`config.mk`:
```
export PLATFORM = sky130hd
export DESIGN_NAME = character_ctl
export DESIGN_NICKNAME = d
export VERILOG_FILES = /design/src/rtl/character_ctl.sv
export SDC_FILE = /design/constraint.sdc
export NUM_CORES = 1
export LEC_CHECK = 0
export ABC_CLOCK_PERIOD_IN_PS = 4700
export BUFFER_PORTS_ARGS = -buffer_cell sky130_fd_sc_hd__buf_2
export CAP_MARGIN = 40
export CELL_PAD_IN_SITES_DETAIL_PLACEMENT = 1
export CELL_PAD_IN_SITES_GLOBAL_PLACEMENT = 2
export CORE_UTILIZATION = 36
export CTS_CLUSTER_DIAMETER = 80
export DETAILED_ROUTE_END_ITERATION = 8
export PLACE_DENSITY_LB_ADDON = 0.12
export SLEW_MARGIN = 20
export SYNTH_ARGS = -nofsm -noshare
export SYNTH_HDL_FRONTEND = slang
export SYNTH_SLANG_ARGS = --single-unit
```
`constraint.sdc`:
```
create_clock -name clk -period 4.7 [get_ports clk]
set_clock_uncertainty 0.05 [all_clocks]
set_input_delay 1.175 -clock clk [delete_from_list [all_inputs] [get_ports clk]]
set_output_delay 1.175 -clock clk [all_outputs]
set_load 0.005 [all_outputs]
```
`src/rtl/character_ctl.sv`:
```
// character_ctl
//   Per-frame motion controller for the player character. Horizontal walk and
//   jump/gravity physics advance once per video frame, on the clk edge where a
//   rising edge of vsync_in is first seen. xpos/ypos are registered and serve
//   as the sprite anchor for the downstream draw stage.
//
//   Optional feature: define CHARACTER_DOUBLE_JUMP_EN to allow one extra jump
//   per airtime (adds a dj_used register). Without it, airborne jumps are
//   ignored.
//
// Ports
//   clk        in   pixel clock (only clock)
//   rst        in   asynchronous, active-low reset
//   module_en  in   1 = physics runs, 0 = all motion frozen
//   vsync_in   in   vsync from the VGA timing bus
//   jump_btn   in   jump request (level or single-clk pulse)
//   left_btn   in   walk left (level)
//   right_btn  in   walk right (level)
//   xpos       out  character x in px (registered)
//   ypos       out  character y in px (registered, larger = lower)
//   airborne   out  1 while not on the ground
//   landed     out  one-clk pulse on the landing tick
module character_ctl #(
  parameter int unsigned X_START  = 375,
  parameter int unsigned Y_GROUND = 425,
  parameter int unsigned Y_MIN    = 0,
  parameter int unsigned X_MIN    = 0,
  parameter int unsigned X_MAX    = 1023,
  parameter int unsigned H_STEP   = 4,
  parameter int unsigned JUMP_V0  = 12,
  parameter int unsigned GRAVITY  = 1,
  parameter int unsigned V_MAX    = 12
) (
  input  logic        clk,
  input  logic        rst,
  input  logic        module_en,
  input  logic        vsync_in,
  input  logic        jump_btn,
  input  logic        left_btn,
  input  logic        right_btn,
  output logic [10:0] xpos,
  output logic [10:0] ypos,
  output logic        airborne,
  output logic        landed
);

  localparam logic [1:0] ST_GROUND  = 2'd0;
  localparam logic [1:0] ST_ASCEND  = 2'd1;
  localparam logic [1:0] ST_DESCEND = 2'd2;

  // 12-bit working constants so position arithmetic never wraps.
  localparam logic [11:0] XMIN_W = 12'(X_MIN);
  localparam logic [11:0] XMAX_W = 12'(X_MAX);
  localparam logic [11:0] HSTP_W = 12'(H_STEP);
  localparam logic [11:0] YMIN_W = 12'(Y_MIN);
  localparam logic [11:0] YGND_W = 12'(Y_GROUND);
  localparam logic [11:0] GRAV_W = 12'(GRAVITY);
  localparam logic [11:0] VMAX_W = 12'(V_MAX);
  localparam logic [7:0]  JV0_V  = 8'(JUMP_V0);
  localparam logic [7:0]  GRAV_V = 8'(GRAVITY);
  localparam logic [7:0]  VMAX_V = 8'(V_MAX);

  logic        vsync_d_q, vsync_d_d;
  logic        jump_latch_q, jump_latch_d;
  logic [1:0]  state_q, state_d;
  logic [7:0]  vel_q, vel_d;
  logic [10:0] x_q, x_d;
  logic [10:0] y_q, y_d;
  logic        airborne_q, airborne_d;
  logic        landed_q, landed_d;
`ifdef CHARACTER_DOUBLE_JUMP_EN
  logic        dj_used_q, dj_used_d;
`endif

  logic        tick;
  logic        jump_req;
  logic        dj_fire;
  logic [11:0] x_ext, y_ext, vel_ext;
  logic [11:0] vel_up_raw;
  logic [7:0]  vel_up;
  logic [11:0] y_dn;

  always_comb begin
    tick      = vsync_in & ~vsync_d_q;
    vsync_d_d = vsync_in;
    // A press on the tick clk itself is consumed by that tick rather than
    // being wiped by the latch clear, so a 1-clk pulse is never lost.
    jump_req  = jump_latch_q | jump_btn;

    x_ext      = {1'b0, x_q};
    y_ext      = {1'b0, y_q};
    vel_ext    = {4'b0, vel_q};
    vel_up_raw = vel_ext + GRAV_W;
    vel_up     = (vel_up_raw > VMAX_W) ? VMAX_V : vel_up_raw[7:0];
    y_dn       = y_ext + {4'b0, vel_up};

`ifdef CHARACTER_DOUBLE_JUMP_EN
    dj_fire = jump_req & ~dj_used_q & (state_q != ST_GROUND);
`else
    dj_fire = 1'b0;
`endif

    x_d          = x_q;
    y_d          = y_q;
    vel_d        = vel_q;
    state_d      = state_q;
    airborne_d   = airborne_q;
    landed_d     = 1'b0;
    jump_latch_d = jump_latch_q | jump_btn;
`ifdef CHARACTER_DOUBLE_JUMP_EN
    dj_used_d    = dj_used_q;
`endif

    if (!module_en) begin
      jump_latch_d = 1'b0;
    end else if (tick) begin
      jump_latch_d = 1'b0;

      if (left_btn && !right_btn) begin
        x_d = (x_ext < XMIN_W + HSTP_W) ? 11'(X_MIN) : 11'(x_ext - HSTP_W);
      end else if (right_btn && !left_btn) begin
        x_d = (x_ext + HSTP_W > XMAX_W) ? 11'(X_MAX) : 11'(x_ext + HSTP_W);
      end

      case (state_q)
        ST_GROUND: begin
          if (jump_req) begin
            state_d = ST_ASCEND;
            vel_d   = JV0_V;
          end
        end
        ST_ASCEND: begin
          if (dj_fire) begin
            vel_d = JV0_V;
          end else if (y_ext < YMIN_W + vel_ext) begin
            y_d     = 11'(Y_MIN);
            vel_d   = '0;
            state_d = ST_DESCEND;
          end else begin
            y_d = 11'(y_ext - vel_ext);
            if (vel_q <= GRAV_V) begin
              vel_d   = '0;
              state_d = ST_DESCEND;
            end else begin
              vel_d = vel_q - GRAV_V;
            end
          end
        end
        ST_DESCEND: begin
          if (dj_fire) begin
            vel_d   = JV0_V;
            state_d = ST_ASCEND;
          end else if (y_dn >= YGND_W) begin
            y_d      = 11'(Y_GROUND);
            vel_d    = '0;
            state_d  = ST_GROUND;
            landed_d = 1'b1;
          end else begin
            y_d   = y_dn[10:0];
            vel_d = vel_up;
          end
        end
        default: begin
          state_d = ST_GROUND;
          vel_d   = '0;
        end
      endcase

      airborne_d = (state_d != ST_GROUND);
`ifdef CHARACTER_DOUBLE_JUMP_EN
      if (state_d == ST_GROUND) begin
        dj_used_d = 1'b0;
      end else if (dj_fire) begin
        dj_used_d = 1'b1;
      end
`endif
    end
  end

  always_ff @(posedge clk or negedge rst) begin
    if (!rst) begin
      vsync_d_q    <= 1'b0;
      jump_latch_q <= 1'b0;
      state_q      <= ST_GROUND;
      vel_q        <= '0;
      x_q          <= 11'(X_START);
      y_q          <= 11'(Y_GROUND);
      airborne_q   <= 1'b0;
      landed_q     <= 1'b0;
`ifdef CHARACTER_DOUBLE_JUMP_EN
      dj_used_q    <= 1'b0;
`endif
    end else begin
      vsync_d_q    <= vsync_d_d;
      jump_latch_q <= jump_latch_d;
      state_q      <= state_d;
      vel_q        <= vel_d;
      x_q          <= x_d;
      y_q          <= y_d;
      airborne_q   <= airborne_d;
      landed_q     <= landed_d;
`ifdef CHARACTER_DOUBLE_JUMP_EN
      dj_used_q    <= dj_used_d;
`endif
    end
  end

  assign xpos     = x_q;
  assign ypos     = y_q;
  assign airborne = airborne_q;
  assign landed   = landed_q;

endmodule
```
After elaboration in Yosys (flattened, before gate mapping)
Cells that the tools add are included.
Cells by class
  $add $sub $neg: 6
  magnitude comparators: 6
  equality and inequality tests: 3
  muxes and demuxes: 26
  bitwise gates (word level): 3
  reductions and logical operators: 12
Operator list (number)
  2-to-1 mux 11 bit: 6
  2-to-1 mux 8 bit: 5
  case mux 8 bit (3 select lines): 1
  case mux 11 bit (2 select lines): 1
  adder 11 x 3 -> 12 bit, second input constant: 1
  adder 11 x 8 -> 12 bit: 1
  >= comparator 12 x 9 -> 1 bit, second input constant: 1
  greater-than comparator 12 x 10 -> 1 bit, second input constant: 1
  2-to-1 mux 2 bit: 6
  less-than comparator 11 x 3 -> 1 bit, second input constant: 1
  less-than comparator 11 x 8 -> 1 bit: 1
  subtractor 11 x 3 -> 11 bit, second input constant: 1
  subtractor 11 x 8 -> 11 bit: 1
  adder 8 x 1 -> 9 bit, second input constant: 1
  greater-than comparator 9 x 4 -> 1 bit, second input constant: 1
  AND reduction 3 bit: 3
  <= comparator 8 x 1 -> 1 bit, second input constant: 1
  subtractor 8 x 1 -> 8 bit, second input constant: 1
  2-to-1 mux 1 bit: 6
  case mux 2 bit (3 select lines): 1
  nonzero test 2 bit: 3
  equality test 2 x 1 -> 1 bit, second input constant: 1
  equality test 2 bit, second input constant: 1
  logical AND 1 bit: 2
  7 further kinds: 8
Word-level totals
  register bits: 36
  bits of input ports: 7
  output and inout port bits: 24
  word-level logic and storage cells: 64

Logic depth before layout (Yosys ltp)
Gate-level depths: netlist of run 1.
  depth in word-level cells: 10
  depth in mapped cells: 18
  gate-level depth less buffers: 17

Worst setup path after synthesis of run 1
OpenSTA, ideal clock, no wires.
  path type: reg2reg
  start point: reg vel_q[0]
  end point: reg airborne_q, in the netlist airborne
  setup time: 126 ps
  data arrival time: 3595 ps
  required time: 4524 ps
  slack: 929 ps
  stages on the path, launching flop included: 17
  path buffers: 0
  period minus slack after synthesis: 3771 ps
  cell sequence: dfrtp_1 -> inv_1 -> nor3_1 -> xnor2_1 -> o31a_1 -> and2_1 -> ha_1 -> inv_1 -> fa_1 -> nand2b_1 -> a21oi_1 -> xor2_1 -> o211ai_1 -> a211oi_2 -> nor4_4 -> o311a_1 -> a311o_1
Between the ends
  word-level cells in the longest chain between the ends: 10
  elaborated cells between the ends (all ways): 14
  classes of those cells: 2 x add/sub; 4 x order compare; 7 x mux; 1 x reduce/logical
RTL lines
  start, declared: line 66  | logic [7:0] vel_q, vel_d;
  start signal, assigned: line 197  | vel_q <= vel_d;
  adder 8 x 1 -> 9 bit: line 93  | vel_up_raw = vel_ext + GRAV_W;
  greater-than comparator 9 x 4 -> 1 bit: line 94  | vel_up = (vel_up_raw > VMAX_W) ? VMAX_V : vel_up_raw[7:0];
  2-to-1 mux 8 bit: line 94
  adder 11 x 8 -> 12 bit: line 95  | y_dn = y_ext + {4'b0, vel_up};
  >= comparator 12 x 9 -> 1 bit: line 153  | end else if (y_dn >= YGND_W) begin
  2-to-1 mux 2 bit: line 153
  case mux 2 bit (3 select lines) (*): line 125  | case (state_q)
  2-to-1 mux 2 bit (*): line 116  | end else if (tick) begin
  2-to-1 mux 2 bit (*): line 114  | if (!module_en) begin
  nonzero test 2 bit (*): line 169  | airborne_d = (state_d != ST_GROUND);
  end signal, assigned: line 200  | airborne_q <= airborne_d;
  end, declared: line 69  | logic airborne_q, airborne_d;
Every way passes the cells marked *; elsewhere a longest branch is shown, timed or not. The select of a mux whose other input is x is not followed.
A chain may end at the register's enable or synchronous reset.

Worst setup path in the final report of run 1
Ends and elaborated chain as after synthesis.

==> flow_summary.ini, run 1 <==
[status]
status = finished clean

[routing]
drtIter0Drc = 117
drcViolationCount = 0
ant_nets = 0
drt-vias-per-instance = 5.71
drt_first_pass_iters = 4
wl_per_cell_um = 18.0
dr_total_vias = 2929
routed_wl_um = 9230

[power]
power_mw = 2.72
powerDensity_nw_per_um2 = 787
ir_worst_vdd_uv = 394
p_leak_nw = 1.46

[timing]
rsz0062_at_grt = false
max_freq_mhz = 229
maxSlewViolCount = 0
slew_headroom_pct = 53.1
finalSetupViolCount = 0
period_needed_ps = 4360
layout_worst_path_cycle_share_pct = 92.8
final-hold-violation-count = 0
tns_ps = 0
worst_pin_slew_ps = 703

[layout]
fillers = 1011
antenna_cells = 0
fin_util_pct = 42.0
drive_gt1_share_pct = 15.7
final_area_um2 = 3450
finalNonFillerCells = 513
area.growth.synth_to_final_pct = 12.5
nets = 443

[cts]
cts_sinks = 35
cts_buffers = 5
cts_tree = yes
worstSkewPairLatency_ps = 290
post_cts_resized = 0
ctsRootBufferMaster = clkbuf_8
ctsHtreeMaxLevel = 2
postCtsHoldBufs = 0
post_cts_buffers = 0
cts_max_path_buffers = 2
clk_pin_slew_ps = 80

[logic_synthesis]
yosys.area.top_type_share_pct = 19.6
syn_area_um2 = 3070
async_flop_share_pct = 100
yosysSeqAreaShare_pct = 29.0
synthCells = 381
yosys_warnings = 0
synth_ff_type = dfrtp_1
ys_top_cells_by_count = 41 x o21ai_0, 39 x nand2_1, 39 x nor2_1, 27 x ha_1, 25 x a21oi_1
synth.most_common_cell = o21ai_0
synth_top_area_cell = dfrtp_1
synthTopCellsByArea = dfrtp_1 20%, ha_1 11%, dfstp_2 9.4%
synth-edff-count = 0
synth_cell_types = 62
synth.avg_cell_area_um2 = 8.06
synth_seq_cells = 35

[hold_path]
hold_path_class = reg -> reg
min_from = ypos[7]
min_to = ypos[7]
min_path_cells = 2

[floorplanning]
dieArea_um2 = 8900
start_util_pct = 37.4
floorplan.rows = 33
die_height_um = 94.3
io_pins = 31
fp.coreArea_um2 = 8220
dieWidth_um = 94.3

[critical_path]
arrival_ps = 4490
required_ps = 4830
critical_path.startpoint_type = register
critPathSlowestCell = dfrtp_1
max_stage_delay_ps = 520
regToRegStartpoint = vel_q[0]
cp-end-kind = register
critPathTopFamily = compound AO/OA/AOI/OAI gates
crit_path_max_fanout = 10
worstPathCellList = ha_1 -> nand2_1 -> nor4_1 -> o21a_1 -> o31a_1 -> and2_1 -> ha_1 -> inv_1 -> fa_1 -> nand2b_1 -> a21oi_1 -> xor2_1 -> o211ai_1 -> a211oi_2 -> nor4_4 -> o311a_1 -> a311o_1
path_buf_inv = 1
reg2reg_depth = 17
reg2reg_to = airborne
reg2reg_setup_slack_ps = 340
crit_type = reg -> reg
crit_path_frequent_cell = ha_1

[placement]
dpl.hpwl_um = 7150
portBuffers = 30
place_inst = 505
gp_congestion = 0.913
postPlaceCellArea_um2 = 3320

[grt]
busiest_layer = met2
grt_start_max_net_pins = 22
grt.overflow.total = 0
grt_use_met2_pct = 39.6
met3_usage_pct = 3.38
grt_usage_pct = 22.2
antenna_found_initial = 0
grt_pass1_wl_um = 15100
grt_pass1_vias = 2955
grtUsageMet1_pct = 27.7

[run]
drv_cap = 0
[worst reg2reg max path: cells and delay by family, from the launching register on]
family,cells,cell delay [ps]
AO/OA/AOI/OAI,7,1760
XOR/XNOR,1,230
adder cells (fa/ha/maj),3,820
buffers and inverters,1,50
flip-flops,1,520
AND/OR/NAND/NOR,5,830
[final cells by class]
cell class,count,area [um2],area share [%]
Clock buffer,6,72.6,2.10
Clock inverter,2,60.1,1.74
Multi-Input combinational cell,312,2040,59.0
Sequential cell,35,890,25.8
Inverter,22,82.6,2.39
Tap cell,105,131,3.81
Timing Repair Buffer,31,178,5.15
[worst max path at each step]
stage                     startpoint        to  slack, ps  cells past startpoint
after floorplan             vel_q[0]  airborne        930                     16
after global placement      vel_q[0]  airborne        640                     16
after detailed placement    vel_q[0]  airborne        440                     17
after CTS                   vel_q[0]  airborne        410                     17
after global routing        vel_q[0]  vel_q[0]         80                     17
final                       vel_q[0]  airborne        340                     17
[routing by layer]
metal / up-vias / part of all wire (%)
li1: 1440 / -
met1: 1438 / 47
met2: 40 / 49
met3: 11 / 2.3
met4: 0 / 1.5
met5: - / 0
[sequential cells by signal, summed over array words and instances, names as in the netlist]
| name | flops |
|---|---|
| vsync_d_q | 1 |
| state_q | 2 |
| vel_q | 8 |
| ypos | 11 |
| landed | 1 |
| airborne | 1 |
| jump_latch_q | 1 |
| xpos | 10 |
[cell usage in the layout (no fill, tap or decap), drive strengths merged, types with 3 or more instances in the layout]
cell type / count
nor2: 39
nand2b: 4
xnor2: 6
conb: 3
a21oi: 25
xor2: 5
a31oi: 6
nand3: 11
nor4: 5
clkbuf: 6
a211oi: 9
o211ai: 5
and2: 6
nand2: 39
inv: 22
dfrtp: 24
dfstp: 11
and3: 6
ha: 27
buf: 31
a21boi: 3
o21a: 6
o31ai: 6
o31a: 4
nor3: 10
o32ai: 3
o21ai: 43
or3: 4
nor2b: 4
[power by group]
part / switching, mW / internal [mW]
logic: 1.02 / 0.695
registers: 0.212 / 0.452
clock network: 0.119 / 0.212
total: 1.36 / 1.36
[logic make-up (layout without fill, tap and decap cells)]
kind of cell	count (synthesis)	in the layout	synth area share, %
compound gates	133	133	28.6
xor+xnor	11	11	3.14
fa+ha+maj	29	29	12.3
buf+inv	36	61	4.85
flops	35	35	29.0
mux	1	1	0.367
other cells	1	3	0.122
simple gates	135	135	21.6
[stage by stage]
stage          setup WS, ps  hold WS [ps]
2_1_floorplan           929           418
3_3_place_gp            639           454
3_5_place_dp            441           467
4_1_cts                 408           479
5_1_grt                79.9           493
6_report                338           473
No activity file was read; power rests on OpenSTA's default activity.
==> inputs of run 2 (changes only) <==
--- a/config.mk
+++ b/config.mk
@@ -5,12 +5,13 @@
 export SDC_FILE = /design/constraint.sdc
 export NUM_CORES = 1
 export LEC_CHECK = 0
+export ABC_AREA = 1
 export ABC_CLOCK_PERIOD_IN_PS = 4700
 export BUFFER_PORTS_ARGS = -buffer_cell sky130_fd_sc_hd__buf_2
 export CAP_MARGIN = 40
 export CELL_PAD_IN_SITES_DETAIL_PLACEMENT = 1
 export CELL_PAD_IN_SITES_GLOBAL_PLACEMENT = 2
-export CORE_UTILIZATION = 36
+export CORE_UTILIZATION = 34
 export CTS_CLUSTER_DIAMETER = 80
 export DETAILED_ROUTE_END_ITERATION = 8
 export PLACE_DENSITY_LB_ADDON = 0.12
==> flow_summary.ini, run 2 <==
[status]
status = finished, violations left
violations = DRC

[timing]
rsz0062_at_grt = false
layout_worst_path_cycle_share_pct = 82.6
maxSlewViolCount = 0
finalSetupViolCount = 0
finalWorstSetupSlack_ps = 819
tns_ps = 0
final-hold-violation-count = 0
fin_hold_ws_ps = 448
max_freq_mhz = 258
period_needed_ps = 3880

[logic_synthesis]
synth.most_common_cell = nand2_1
synth-compound-area-share_pct = 13.8
ys_top_cells_by_count = 98 x nand2_1, 70 x inv_1, 47 x nor2_1, 27 x ha_1
yosys.area.top_type_share_pct = 19.2
synth.avg_cell_area_um2 = 6.99
async_flop_share_pct = 100
synthSimpleGateAreaFrac_pct = 30.1
synth_ff_type = dfrtp_1
synthXorXnorAreaFrac_pct = 5.59
synthMuxAreaShare_pct = 0
synth_cell_types = 42
yosys_warnings = 0
syn_area_um2 = 3130
synthAdderAreaFrac_pct = 12.1
synth_seq_cells = 35
synth_top_area_cell = dfrtp_1
synthTopCellsByArea = dfrtp_1 19%, nand2_1 12%, ha_1 11%
synthCells = 448
synth-edff-count = 0
yosysSeqAreaShare_pct = 28.4
synth_top_family_by_area = simple AND/OR/NAND/NOR gates

[layout]
fillers = 1147
drive_gt1_share_pct = 13.7
seq_area_um2 = 890
nets = 518
multi_input_area_um2 = 1940
largest_reg_flops = 11
antenna_cells = 0
most-common-layout-cells = 98 x nand2_1, 70 x inv_1, 47 x nor2_1
area.growth.synth_to_final_pct = 12.4
layout_commonest_cell = nand2_1
finalNonFillerCells = 591

[floorplanning]
dieArea_um2 = 9600
floorplan.rows = 34
dieWidth_um = 98.0
die_height_um = 98.0
start_util_pct = 35.6
fp.coreArea_um2 = 8810
io_pins = 31

[critical_path]
crit_path_max_fanout = 7
crit_type = reg -> reg
path_buf_inv = 6
critPathTopFamily = simple AND/OR/NAND/NOR gates
max_stage_delay_ps = 510
crit_path_frequent_cell = nand2_1
critical_path.startpoint_type = register
arrival_ps = 4060
cp-end-kind = register
required_ps = 4880
critPathSlowestCell = dfrtp_1

[routing]
ant_nets = 0
wl_per_cell_um = 15.7
drcViolationCount = 8
dr_total_vias = 3056
drtIter0Drc = 77
routed_wl_um = 9260
drt_first_pass_iters = 6
drt-vias-per-instance = 5.17

[cts]
ctsHtreeMaxLevel = 2
post_cts_buffers = 0
ctsRootBufferMaster = clkbuf_8
cts_tree = yes
cts_buffers = 5
postCtsHoldBufs = 0
cts_max_path_buffers = 2
clk_pin_slew_ps = 90
cts_sinks = 35
worstSkewPairLatency_ps = 300
post_cts_resized = 0

[power]
power_mw = 2.77
p_leak_nw = 1.78
ir_worst_vdd_uv = 328
powerDensity_nw_per_um2 = 787

[placement]
place_inst = 583
pre_cts_ws_ps = 856
dpl.hpwl_um = 7590
portBuffers = 30
gp_congestion = 0.781

[grt]
grt_pass1_wl_um = 15600
grt_start_max_net_pins = 30
grt_pass1_vias = 3119
antenna_found_initial = 0
grt.overflow.total = 0
grt_usage_pct = 20.5

[run]
drv_cap = 0

[hold_path]
hold_path_class = reg -> reg
==> run 2: cell families after synthesis <==
logic type	after synthesis
DFF	35
buffers and inverters	79
adders and majority gates	29
other	1
and+or+nand+nor	211
AOI/OAI and AO/OA	73
xor gates and xnor gates	20
==> run 2: area by class of cell <==
class,instances,area share [%]
multi-input combinational,336,55.1
clock inverter,3,1.24
sequential,35,25.3
clock buffer,5,1.95
timing repair buffer,31,4.83
inverter,73,7.78
tap,108,3.84
==> run 2: worst paths after layout <==
path                          start        to  slack (ps)  depth (start not counted)
min in group asynchronous       rst   xpos[3]         660                          1
max reg2reg                vel_q[1]   ypos[8]         820                         26
max in group asynchronous       rst   ypos[8]        3440                          2
max                        vel_q[1]   ypos[8]         820                         26
min                        airborne  airborne         450                          2
min reg2reg                airborne  airborne         450                          2
==> run 2: per-stage QoR <==
stage / cell area (um2) / utilization [%]
final: 3520 / 40.0
after global routing: 3520 / 40.0
after CTS: 3520 / 40.0
after detailed placement: 3410 / 38.7
after global placement: 3390 / 38.5
after floorplan: 3140 / -
==> run 2: tightest hold or removal path, stage by stage, from the launching register on <==
cell     delay, ps
dfrtp_1        350
nand2_1         50
nand3_1         70
==> run 2: layer usage <==
metal | share of wire, % | global-route usage [%]
met3 | 2.2 | 2.36
met1 | 48 | 27.0
met2 | 49 | 36.1
met5 | 0 | 0
met4 | 0.73 | 3.85
==> run 2: power breakdown <==
part | internal (mW) | leakage (nW) | switching [mW]
combinational | 0.701 | 1.30 | 1.15
clock | 0.158 | 0.0581 | 0.134
sequential | 0.447 | 0.422 | 0.178
==> inputs of run 3 (changes only) <==
--- a/config.mk
+++ b/config.mk
@@ -6,7 +6,7 @@
 export NUM_CORES = 1
 export LEC_CHECK = 0
 export ABC_AREA = 1
-export ABC_CLOCK_PERIOD_IN_PS = 4700
+export ABC_CLOCK_PERIOD_IN_PS = 3730
 export BUFFER_PORTS_ARGS = -buffer_cell sky130_fd_sc_hd__buf_2
 export CAP_MARGIN = 40
 export CELL_PAD_IN_SITES_DETAIL_PLACEMENT = 1
==> constraint.sdc (replaced) <==
create_clock -name clk -period 3.73 [get_ports clk]
set_clock_uncertainty 0.05 [all_clocks]
set_input_delay 0.9325 -clock clk [delete_from_list [all_inputs] [get_ports clk]]
set_output_delay 0.9325 -clock clk [all_outputs]
set_load 0.005 [all_outputs]
==> flow_summary.ini, run 3 (synthesis gave the netlist of run 2 again) <==
[grt]
grt_pass1_wl_um = 15600
grt_usage_pct = 20.3
grt.overflow.total = 0
grt_start_max_net_pins = 30
antenna_found_initial = 0
grt_pass1_vias = 3062

[layout]
largest_reg_flops = 11
final_area_um2 = 3590
nets = 523
most-common-layout-cells = 95 x nand2_1, 67 x inv_1, 46 x nor2_1
fin_util_pct = 40.8
drive_gt1_share_pct = 17.4
antenna_cells = 0
area.growth.synth_to_final_pct = 14.5
layout_commonest_cell = nand2_1

[floorplanning]
dieWidth_um = 98.0
dieArea_um2 = 9600
start_util_pct = 35.6
io_pins = 31
floorplan.rows = 34
die_height_um = 98.0
fp.coreArea_um2 = 8810

[timing]
slew_headroom_pct = 64.2
tns_ps = 0
max_freq_mhz = 293
period_needed_ps = 3420
finalSetupViolCount = 0
worst_pin_slew_ps = 535
layout_worst_path_cycle_share_pct = 91.6
final-hold-violation-count = 0
maxSlewViolCount = 0
fin_hold_ws_ps = 421
rsz0062_at_grt = false

[critical_path]
critical_path.startpoint_type = register
required_ps = 3890
regToRegStartpoint = vel_q[0]
crit_path_start = vel_q[0]
crit_path_max_fanout = 7
crit_type = reg -> reg
cp-end-kind = register
arrival_ps = 3580

[routing]
drtIter0Drc = 61
wl_per_cell_um = 15.4
ant_nets = 0
dr_total_vias = 3044
drt-vias-per-instance = 5.11
drcViolationCount = 7
routed_wl_um = 9210
drt_first_pass_iters = 8

[hold_path]
hold_path_class = in -> async

[run]
drv_cap = 0

[cts]
cts_buffers = 5
worstSkewPairLatency_ps = 300
cts_max_path_buffers = 2
postCtsHoldBufs = 0
cts_tree = yes
cts_sinks = 35
ctsRootBufferMaster = clkbuf_8
ctsHtreeMaxLevel = 2
clk_pin_slew_ps = 80

[status]
violations = DRC
status = finished, violations left

[power]
p_leak_nw = 1.79
ir_worst_vdd_uv = 348
powerDensity_nw_per_um2 = 1000

[placement]
postPlaceCellArea_um2 = 3430
portBuffers = 30
dpl.hpwl_um = 7430
gp_congestion = 0.810
==> run 3: path summary, 6_finish.rpt <==
check,endpoint,slack (ps),depth (start not counted)
worst max-delay path,vel_q[2],310,26
worst min-delay path,xpos[3],420,1
worst max register to register,vel_q[2],310,26
worst min register to register,airborne,460,2
max in group asynchronous,ypos[8],2720,2
min in group clk,airborne,460,2
==> run 3: cell type report <==
class                   count  area, um2
clock buffers               5       68.8
clock inverters             3       43.8
fillers                  1159       5220
inverters                  73        277
multi-input cells         336       1960
flip-flops and latches     35        892
well taps                 108        135
repair buffers             36        208
==> run 3: per-layer routing <==
layer | up-vias | wire (um) | global-route usage [%]
met1 | 1458 | 4460 | 27.4
met5 | - | 0 | 0
met3 | 7 | 293 | 2.79
met4 | 0 | 99 | 4.08
li1 | 1533 | - | -
met2 | 46 | 4350 | 34.6
==> run 3: power by group <==
part           switching [mW]  internal [mW]
combinational            1.50          0.957
clock                   0.168          0.200
sequential              0.216          0.566
total                    1.88           1.72
==> run 3: metrics by stage <==
stage	power, mW	worst slack, ps	instances
finish	3.60	312	596
global placement	3.15	243	585
global route	4.03	1.57	596
detailed placement	3.18	103	586
floorplan	2.50	518	450
CTS	3.57	91.8	594
==> run 3: timing repair <==
action / 4_1_cts / 5_1_grt
endpoints found under the setup margin: 0 / 17
gates resized for setup: 0 / 17
buffers inserted: 0 / 2
==> run 3: critical path, cell delays in order, from the launching register on <==
cell and delay [ps]:
dfrtp_2 390, ha_2 180, nand2_1 60, inv_2 60, o21ai_0 80, nand2_1 80, o2111ai_1 130, nor2_1 190
inv_2 80, nor2_2 110, ha_2 190, inv_1 50, fa_2 530, inv_1 40, nor2_1 80, nand2_1 70
nand3_1 90, nand2_1 50, nand2_1 60, nand2_1 60, nand3_2 90, nand4_4 190, inv_4 140, nand2_1 70
nand2_1 70, nand2_1 50, o21ai_0 80
